[config.mk]
export PLATFORM = sky130hd
export DESIGN_NAME = idli_fetch_m_flat
export DESIGN_NICKNAME = d
export VERILOG_FILES = /design/src/rtl/idli_fetch_m_if.sv /design/src/rtl/idli_fetch_m.sv /design/src/flat_wrapper.sv
export SDC_FILE = /design/constraint.sdc
export NUM_CORES = 1
export LEC_CHECK = 0
export CAP_MARGIN = 20
export CORE_MARGIN = 3
export CORE_UTILIZATION = 40
export CTS_BUF_LIST = sky130_fd_sc_hd__clkbuf_4 sky130_fd_sc_hd__clkbuf_8
export DETAILED_ROUTE_END_ITERATION = 6
export PLACE_DENSITY = 0.68
export SKIP_CTS_REPAIR_TIMING = 1
export SLEW_MARGIN = 20
export SYNTH_ARGS = -nofsm -noshare
export SYNTH_HDL_FRONTEND = slang
export SYNTH_SLANG_ARGS = --single-unit
[constraint.sdc]
create_clock -name i_fch_gck -period 2.25 [get_ports i_fch_gck]
set_input_delay 0.3375 -clock i_fch_gck [delete_from_list [all_inputs] [get_ports i_fch_gck]]
set_output_delay 0.3375 -clock i_fch_gck [all_outputs]
set_load 0.03 [all_outputs]
[src/rtl/idli_fetch_m_if.sv]
// rtl/idli_fetch_m_if.sv - SQI pad bundle between the fetch sequencer and serial memory
interface idli_fetch_m_if;
   logic       o_fch_sqi_cs_n;
   logic [3:0] o_fch_sqi_sio;
   logic       o_fch_sqi_oe;
   logic [3:0] i_fch_sqi_sio;

   modport master (
      output o_fch_sqi_cs_n,
      output o_fch_sqi_sio,
      output o_fch_sqi_oe,
      input  i_fch_sqi_sio
   );

   modport slave (
      input  o_fch_sqi_cs_n,
      input  o_fch_sqi_sio,
      input  o_fch_sqi_oe,
      output i_fch_sqi_sio
   );
endinterface

[src/rtl/idli_fetch_m.sv]
// rtl/idli_fetch_m.sv - instruction fetch sequencer streaming nibbles from SQI memory to the decoder
// Owns the fetch PC; stalls and redirects end the SQI read and reissue it at the new PC.
module idli_fetch_m #(
   parameter logic [15:0] RESET_PC  = 16'h0000,
   parameter int          DUMMY_NIB = 2
) (
   input  logic           i_fch_gck,
   input  logic           i_fch_rst_n,
   input  logic           i_fch_stall,
   input  logic           i_fch_redir,
   input  logic [15:0]    i_fch_redir_pc,
   idli_fetch_m_if.master io_fch_sqi,
   output logic [3:0]     o_fch_enc,
   output logic           o_fch_enc_vld,
   output logic           o_fch_flush,
   output logic [15:0]    o_fch_pc
);
   localparam logic [2:0] S_IDLE   = 3'd0;
   localparam logic [2:0] S_CMD    = 3'd1;
   localparam logic [2:0] S_ADDR   = 3'd2;
   localparam logic [2:0] S_DUMMY  = 3'd3;
   localparam logic [2:0] S_STREAM = 3'd4;
   localparam logic [2:0] S_GAP    = 3'd5;

   localparam logic [2:0] CMD_LAST   = 3'd1;
   localparam logic [2:0] ADDR_LAST  = 3'd5;
   localparam logic [2:0] DUMMY_LAST = 3'(DUMMY_NIB - 1);

   logic [2:0]  r_state, w_state_nxt;
   logic [2:0]  r_cnt, w_cnt_nxt;
   logic [1:0]  r_nib, w_nib_nxt;
   logic [15:0] r_pc, w_pc_nxt;
   logic        r_boot, w_boot_nxt;
   logic        r_cs_n, w_cs_n_nxt;
   logic        r_oe, w_oe_nxt;
   logic [3:0]  r_sio, w_sio_nxt;
   logic        w_bnd_stall;
   logic [23:0] w_addr;
   logic [23:0] w_addr_sh;

   assign w_bnd_stall = (r_nib == 2'd0) && i_fch_stall;
   assign w_addr      = {7'b0, r_pc, 1'b0};
   assign w_addr_sh   = w_addr >> {(ADDR_LAST - w_cnt_nxt), 2'b00};

   always_comb begin
      w_state_nxt = r_state;
      w_cnt_nxt   = r_cnt;
      w_nib_nxt   = r_nib;
      w_pc_nxt    = r_pc;
      w_boot_nxt  = r_boot;
      if (i_fch_redir) begin
         w_pc_nxt    = i_fch_redir_pc;
         w_nib_nxt   = 2'd0;
         w_cnt_nxt   = 3'd0;
         w_state_nxt = S_GAP;
      end else begin
         case (r_state)
            S_IDLE: begin
               // The boot flag forces the very first fetch even if stall is already high.
               if (r_boot || !i_fch_stall) begin
                  w_state_nxt = S_CMD;
                  w_cnt_nxt   = 3'd0;
                  w_boot_nxt  = 1'b0;
               end
            end
            S_CMD: begin
               w_cnt_nxt = r_cnt + 3'd1;
               if (r_cnt == CMD_LAST) begin
                  w_state_nxt = S_ADDR;
                  w_cnt_nxt   = 3'd0;
               end
            end
            S_ADDR: begin
               w_cnt_nxt = r_cnt + 3'd1;
               if (r_cnt == ADDR_LAST) begin
                  w_state_nxt = S_DUMMY;
                  w_cnt_nxt   = 3'd0;
               end
            end
            S_DUMMY: begin
               w_cnt_nxt = r_cnt + 3'd1;
               if (r_cnt == DUMMY_LAST) begin
                  w_state_nxt = S_STREAM;
                  w_cnt_nxt   = 3'd0;
               end
            end
            S_STREAM: begin
               if (w_bnd_stall) begin
                  w_state_nxt = S_IDLE;
               end else begin
                  w_nib_nxt = r_nib + 2'd1;
                  if (r_nib == 2'd3) begin
                     w_pc_nxt = r_pc + 16'd1;
                  end
               end
            end
            S_GAP: begin
               w_state_nxt = S_CMD;
               w_cnt_nxt   = 3'd0;
            end
            default: begin
               w_state_nxt = S_IDLE;
               w_cnt_nxt   = 3'd0;
            end
         endcase
      end
   end

   // Pad outputs are decoded from the next state so the flops line up with the state they describe.
   always_comb begin
      w_cs_n_nxt = 1'b1;
      w_oe_nxt   = 1'b0;
      w_sio_nxt  = 4'h0;
      case (w_state_nxt)
         S_CMD: begin
            w_cs_n_nxt = 1'b0;
            w_oe_nxt   = 1'b1;
            w_sio_nxt  = (w_cnt_nxt == 3'd0) ? 4'h0 : 4'h3;
         end
         S_ADDR: begin
            w_cs_n_nxt = 1'b0;
            w_oe_nxt   = 1'b1;
            w_sio_nxt  = w_addr_sh[3:0];
         end
         S_DUMMY, S_STREAM: begin
            w_cs_n_nxt = 1'b0;
         end
         default: begin
            w_cs_n_nxt = 1'b1;
         end
      endcase
   end

   always_ff @(posedge i_fch_gck or negedge i_fch_rst_n) begin
      if (!i_fch_rst_n) begin
         r_state <= S_IDLE;
         r_cnt   <= 3'd0;
         r_nib   <= 2'd0;
         r_pc    <= RESET_PC;
         r_boot  <= 1'b1;
         r_cs_n  <= 1'b1;
         r_oe    <= 1'b0;
         r_sio   <= 4'h0;
      end else begin
         r_state <= w_state_nxt;
         r_cnt   <= w_cnt_nxt;
         r_nib   <= w_nib_nxt;
         r_pc    <= w_pc_nxt;
         r_boot  <= w_boot_nxt;
         r_cs_n  <= w_cs_n_nxt;
         r_oe    <= w_oe_nxt;
         r_sio   <= w_sio_nxt;
      end
   end

   assign io_fch_sqi.o_fch_sqi_cs_n = r_cs_n;
   assign io_fch_sqi.o_fch_sqi_oe   = r_oe;
   assign io_fch_sqi.o_fch_sqi_sio  = r_sio;

   assign o_fch_enc     = io_fch_sqi.i_fch_sqi_sio;
   assign o_fch_enc_vld = (r_state == S_STREAM) && !i_fch_redir && !w_bnd_stall;
   assign o_fch_flush   = i_fch_redir && i_fch_rst_n;
   assign o_fch_pc      = r_pc;
endmodule

[src/flat_wrapper.sv]
// flat-port wrapper written by rule: the top's interface ports become plain ports
module idli_fetch_m_flat 
#(
   parameter logic [15:0] RESET_PC  = 16'h0000,
   parameter int          DUMMY_NIB = 2
)
  (i_fch_gck, i_fch_rst_n, i_fch_stall, i_fch_redir, i_fch_redir_pc, o_fch_enc, o_fch_enc_vld, o_fch_flush, o_fch_pc, io_fch_sqi_o_fch_sqi_cs_n, io_fch_sqi_o_fch_sqi_sio, io_fch_sqi_o_fch_sqi_oe, io_fch_sqi_i_fch_sqi_sio);
  idli_fetch_m_if io_fch_sqi_i ();
  input  logic i_fch_gck;
  input  logic i_fch_rst_n;
  input  logic i_fch_stall;
  input  logic i_fch_redir;
  input  logic [15:0] i_fch_redir_pc;
  output logic [3:0] o_fch_enc;
  output logic o_fch_enc_vld;
  output logic o_fch_flush;
  output logic [15:0] o_fch_pc;
  output wire logic [$bits(io_fch_sqi_i.o_fch_sqi_cs_n)-1:0] io_fch_sqi_o_fch_sqi_cs_n;
  output wire logic [$bits(io_fch_sqi_i.o_fch_sqi_sio)-1:0] io_fch_sqi_o_fch_sqi_sio;
  output wire logic [$bits(io_fch_sqi_i.o_fch_sqi_oe)-1:0] io_fch_sqi_o_fch_sqi_oe;
  input wire logic [$bits(io_fch_sqi_i.i_fch_sqi_sio)-1:0] io_fch_sqi_i_fch_sqi_sio;
  assign io_fch_sqi_o_fch_sqi_cs_n = io_fch_sqi_i.o_fch_sqi_cs_n;
  assign io_fch_sqi_o_fch_sqi_sio = io_fch_sqi_i.o_fch_sqi_sio;
  assign io_fch_sqi_o_fch_sqi_oe = io_fch_sqi_i.o_fch_sqi_oe;
  assign io_fch_sqi_i.i_fch_sqi_sio = io_fch_sqi_i_fch_sqi_sio;
  idli_fetch_m #(.RESET_PC(RESET_PC), .DUMMY_NIB(DUMMY_NIB)) u_core (.i_fch_gck(i_fch_gck), .i_fch_rst_n(i_fch_rst_n), .i_fch_stall(i_fch_stall), .i_fch_redir(i_fch_redir), .i_fch_redir_pc(i_fch_redir_pc), .io_fch_sqi(io_fch_sqi_i), .o_fch_enc(o_fch_enc), .o_fch_enc_vld(o_fch_enc_vld), .o_fch_flush(o_fch_flush), .o_fch_pc(o_fch_pc));
endmodule
# Yosys cells after proc, flatten, opt, wreduce, memory -nomap -nowiden
# Index checks and enable logic that the tools add are counted.
[classes]
add_sub_neg = 4
n_eq_ne = 13
shift = 1
mux = 23
n_bitwise = 1
reduce_logical = 19
[ops]
columns = ["op", "n"]
rows = [
  ["2-to-1 mux 16 bit", 4],
  ["2-to-1 mux 3 bit", 10],
  ["one-hot mux 3 bit (6 select lines)", 1],
  ["right shift 17 x 5 -> 4 bit", 1],
  ["adder 16 x 1 -> 16 bit, second input constant", 1],
  ["== test 3 x 2 -> 1 bit, second input constant", 4],
  ["== test 3 bit, second input constant", 4],
  ["one-hot mux 3 bit (4 select lines)", 1],
  ["== test 3 x 1 -> 1 bit, second input constant", 3],
  ["2-to-1 mux 2 bit", 4],
  ["one-hot mux 4 bit (2 select lines)", 1],
  ["zero test 3 bit", 2],
  ["AND reduction 3 bit", 2],
  ["logical AND 1 bit", 4],
  ["nonzero test 2 bit", 2],
  ["OR reduction 2 bit", 2],
  ["OR reduction 4 bit", 1],
  ["adder 3 x 1 -> 3 bit, second input constant", 1],
  ["zero test 1 bit", 3],
  ["subtractor 3 bit, first input constant", 1],
  ["adder 2 x 1 -> 2 bit, second input constant", 1],
  ["== test 2 bit, second input constant", 1],
  ["zero test 2 bit", 1],
  ["2-to-1 mux 1 bit", 2],
  ["4 further kinds", 4],
]
[totals]
ff_bits = 31
inputBits = 24
out_inout_bits = 28
wordCells = 69

# Logic depth before layout (Yosys ltp)
[logic_depth]
depth_word = 8
mapped_depth = 10
depth_no_buf = 8

# Worst setup path after synthesis
# Ideal clock, no wire load.
[synth_path]
path_kind = "flip-flop to flip-flop"
startpoint = "register u_core.r_cnt[1]"
endpoint = "register u_core.r_sio[0], in the netlist u_core.io_fch_sqi.o_fch_sqi_sio[0]"
setup_ns = 0.126
arrival_ns = 1.934
required_time_ns = 2.124
setup_slack_ns = 0.190
path_stages_with_launch = 10
period_less_slack_ns = 2.060
cell_sequence = "dfrtp_1 inv_1 ha_1 and3b_1 buf_6 a211oi_4 and3_1 o21a_1 o31a_1 a221o_1"
[synth_between]
elab_chain_len = 7
[synth_rtl]
columns = ["element", "line_no", "text"]
rows = [
  ["start, declared", "idli_fetch_m.sv:30", "logic [2:0] r_cnt, w_cnt_nxt;"],
  ["start signal, assigned", "idli_fetch_m.sv:146", "r_cnt <= w_cnt_nxt;"],
  ["adder 3 x 1 -> 3 bit, or another cell as far along", "idli_fetch_m.sv:67, idli_fetch_m.sv:74, idli_fetch_m.sv:81", ""],
  ["2-to-1 mux 3 bit, on equally long branches", "idli_fetch_m.sv:68, idli_fetch_m.sv:82, idli_fetch_m.sv:75", ""],
  ["one-hot mux 3 bit (4 select lines) *", "idli_fetch_m.sv:57", "case (r_state)"],
  ["2-to-1 mux 3 bit *", "idli_fetch_m.sv:51", "if (i_fch_redir) begin"],
  ["net u_core.w_cnt_nxt[2]", "idli_fetch_m.sv:30", ""],
  ["subtractor 3 bit or zero test 3 bit (tied branches)", "idli_fetch_m.sv:43, idli_fetch_m.sv:118", ""],
  ["right shift 17 x 5 -> 4 bit or 2-to-1 mux 2 bit (tied branches)", "idli_fetch_m.sv:43, idli_fetch_m.sv:118", ""],
  ["one-hot mux 4 bit (2 select lines) *", "idli_fetch_m.sv:114", "case (w_state_nxt)"],
  ["net u_core.w_sio_nxt[0]", "idli_fetch_m.sv:36", "logic [3:0] r_sio, w_sio_nxt;"],
  ["end signal, assigned", "idli_fetch_m.sv:152", "r_sio <= w_sio_nxt;"],
  ["end, declared", "idli_fetch_m.sv:36", ""],
]
# Mark *: on every way through the listed nets, which the timed path passes. The rest lies on a longest branch.
# A chain may end at the register's enable or synchronous reset.

# Worst setup path in the final report
[layout_path]
startpoint = "register u_core.r_cnt[0]"
endpoint = "register u_core.r_sio[2], in the netlist u_core.io_fch_sqi.o_fch_sqi_sio[2]"
[layout_between]
elab_chain_len = 7
[layout_rtl]
columns = ["element", "line_no", "text"]
rows = [
  ["adder 3 x 1 -> 3 bit, or another cell as far along", "idli_fetch_m.sv:67, idli_fetch_m.sv:74, idli_fetch_m.sv:81", ""],
  ["2-to-1 mux 3 bit, on equally long branches", "idli_fetch_m.sv:68, idli_fetch_m.sv:82, idli_fetch_m.sv:75", ""],
  ["one-hot mux 3 bit (4 select lines) *", "idli_fetch_m.sv:57", ""],
  ["2-to-1 mux 3 bit *", "idli_fetch_m.sv:51", ""],
  ["net u_core.w_cnt_nxt[0]", "idli_fetch_m.sv:30", ""],
  ["subtractor 3 bit *", "idli_fetch_m.sv:43", "assign w_addr_sh = w_addr >> {(ADDR_LAST - w_cnt_nxt), 2'b00};"],
  ["right shift 17 x 5 -> 4 bit *", "idli_fetch_m.sv:43", ""],
  ["one-hot mux 4 bit (2 select lines) *", "idli_fetch_m.sv:114", ""],
  ["net u_core.w_sio_nxt[2]", "idli_fetch_m.sv:36", ""],
]
# Marked as above.

==> metrics <==
status complete, no violations; Mapped Cells 201; metal2 WL 2190 µm; Post-DP HPWL ~3500 µm; CP Class flop to flop; Die Y 75.7 µm; fmax between 400 and 500 MHz; critical path's slowest cell dfrtp_1; Hold Path Cell Cnt 1; H-tree lvl count 2; Pre-antenna DRT Iters 4; clock skew roughly 0.0085 ns; top sig layer met4; DRT antenna net count 0; Die Wd 75.7 µm; Cells after DPL 307; # diodes 0; Cell Chain, Critical Path ha_1 -> a21bo_2 -> a211oi_4 -> mux2i_2 -> nor2_8 -> a211oi_1 -> a2111oi_1; total power approximately 0.0015 W; row cnt 24; Starting Density 42.9%; Reg-to-Reg Start u_core.r_cnt[0]; clock buffer depth 2; Worst Setup End Kind flop; Worst-Skew Late Latency approximately 0.28 ns; wire length on met3 225 µm; met1 WL 2100 µm; # IOs 52; RR Endpoint u_core.io_fch_sqi.o_fch_sqi_sio[2]; P_int 0.00107 W; HP Class flop to flop; initial antenna violation count 0; power per cell area 594 nW/µm²; sequential power share roughly 43%; Gate power share roughly a quarter; share of total power in the clock network 32.1%; setup TNS 0 ns; layout cells sized above 1 14.8%; syn_area_per_cell 9.67 µm²; Min Hold Slack 0.455 ns; final std cells w/o fill between 300 and 400; CP peak stage delay 0.43 ns; Post-Route WL 4570 µm; Buffers on Ports 43; EDFF count, synth 0; hold_sp u_core.r_boot; Register-to-Register Path Depth 7; WHS Endpoint u_core.r_boot; net switching power about 0.00046 W; Critical Path RT 2.40 ns; DR vias/cell just over 5; minimum clock period 2.13 ns; Final Hold Viols 0; leakage power around 1.1 nW; setup ws final about 0.12 ns; Yosys warning count 0; Final period util 94.6%; ys flop type dfrtp_1; pre-CTS setup slack -0.0562 ns; maxcap violations 0; Mapped Area between 1500 and 2000 µm²; Sink Count 31; CP max FO 9; CTS tree done; Slew HR 72.8%; routed length per instance between 10 and 15 µm; count of different cell masters after synthesis 48; Finish-stage setup viols 0; vias roughly 1600; fin nets 278; largest net degree at the start of global routing 38; clock transition at the registers of the reported paths 0.07 ns; core box area ~4500 µm²; vias in the first global route 1650; Root Driver clkbuf_8; GRT Residual Overflow 0; crit path buf inv count 0; max-slew violation count 0; GPL Wtd Cong 0.884; worst vdd ir 0.000380 V; switching share of total power 30.1%; initial DRC count 84; CTS Buf Count 5; syn nets 230; Die Area 5730 µm²; Fill cells just under 400; total track usage 17.9%; ys async rst share 100%; Seq/Total Area, Yosys 40.0%; Seq cells post-synth 31; CP startpoint kind flop; first-pass GRT wire length between 7000 and 8000 µm; unrepaired setup endpoints after global routing yes; WP data arrival 2.28 ns; CP delay by family, top compound AO/OA/AOI/OAI gates; Post-route DRC 0; Area Overhead vs Synth 32.1%; worst-margin pin slew about 0.41 ns; worst reg-to-reg setup slack 0.12 ns
-- power by group through the flow --
stage / registers, W / clock network [W] / logic, W
finish: 0.000655 / 0.000490 / 0.000381
global route: 0.000663 / 0.000524 / 0.000413
CTS: 0.000656 / 0.000500 / 0.000385
detailed placement: 0.000665 / 0 / 0.000382
global placement: 0.000667 / 0 / 0.000378
floorplan: 0.000714 / 0 / 0.000175
-- metal layers --
metal	up-vias	GRT usage [%]
met4	0	4.66
li1	795	-
met3	5	4.62
met5	-	0
met2	45	29.1
met1	750	23.9
-- how the worst max path moves through the flow --
stage | from | endpoint | cells after the start
floorplan | u_core.r_cnt[1] | u_core.io_fch_sqi.o_fch_sqi_sio[0] | 9
detailed placement | i_fch_stall | u_core.io_fch_sqi.o_fch_sqi_sio[0] | 7
finish | u_core.r_cnt[0] | u_core.io_fch_sqi.o_fch_sqi_sio[2] | 7
global route | u_core.r_cnt[1] | u_core.io_fch_sqi.o_fch_sqi_sio[2] | 8
global placement | i_fch_stall | u_core.io_fch_sqi.o_fch_sqi_sio[0] | 7
CTS | u_core.r_state[1] | o_fch_enc_vld | 4
-- layout by cell type (no fill, tap or decap), drive strengths merged, types with 2 or more instances in the layout --
cell type       n
a221o           2
dfstp           2
o31a            2
clkbuf          8
a2111oi         3
clkdlybuf4s50  41
and3            4
nand3           6
dfrtp          29
xor2           13
xnor2           4
a31oi           2
nand2          29
buf            15
nand2b          2
ha              5
a211oi          4
nand4           7
nor3            4
nor2b           2
inv             6
nor2           10
mux2i          10
a21o            3
a21oi           4
and2            3
o21ai          18
-- metrics by stage --
| stage | cell area, µm² | utilization, % |
|---|---|---|
| finish | 2570 | 56.7 |
| global route | 2570 | 56.7 |
| CTS | 2560 | 56.6 |
| detailed placement | 2460 | 54.3 |
| global placement | 2460 | 54.3 |
| floorplan | 1940 | - |
-- cells in the mapped netlist, types with 3 or more instances --
master | number | area share (%)
dfrtp_1 | 29 | 37
buf_2 | 4 | 1.0
nor2_1 | 9 | 1.7
nand3_1 | 6 | 1.5
and2_1 | 3 | 0.97
nand2_1 | 29 | 5.6
a21oi_1 | 3 | 0.77
inv_1 | 6 | 1.2
ha_1 | 5 | 3.2
o21ai_0 | 17 | 4.4
nor3_1 | 3 | 0.77
a211oi_1 | 3 | 1.2
mux2i_1 | 9 | 4.6
xor2_1 | 13 | 5.9
nand4_1 | 7 | 2.3
buf_6 | 4 | 2.3
clkbuf_1 | 4 | 0.77
buf_4 | 4 | 1.5
xnor2_1 | 4 | 1.8
and3_1 | 3 | 0.97
-- flip-flops by register name, indices dropped and copies added, names as in the netlist --
register and cells:
u_core.r_nib 2, u_core.io_fch_sqi.o_fch_sqi_oe 1, u_core.r_boot 1, u_core.io_fch_sqi.o_fch_sqi_sio 4, u_core.r_state 3, u_core.io_fch_sqi.o_fch_sqi_cs_n 1, u_core.o_fch_pc 16, u_core.r_cnt 3
-- kinds of logic (layout without fill, tap and decap cells) --
family / count (synthesis) / count (layout) / synth area share (%)
compound gates: 43 / 43 / 16.5
xor+xnor: 18 / 18 / 8.82
fa+ha+maj: 5 / 5 / 3.22
buf+inv: 22 / 71 / 6.82
flops: 31 / 31 / 40.0
mux: 10 / 10 / 5.34
simple gates: 72 / 72 / 19.3
-- layout make-up --
cell class	instances	area [µm²]	area share [%]
timing repair buffer	57	548	21.3
clock buffer	8	104	4.04
inverter	6	22.5	0.877
multi-input combinational	148	1030	40.3
sequential	31	778	30.3
tap	65	81.3	3.17
Note: power is estimated with default switching activity, not from simulation.
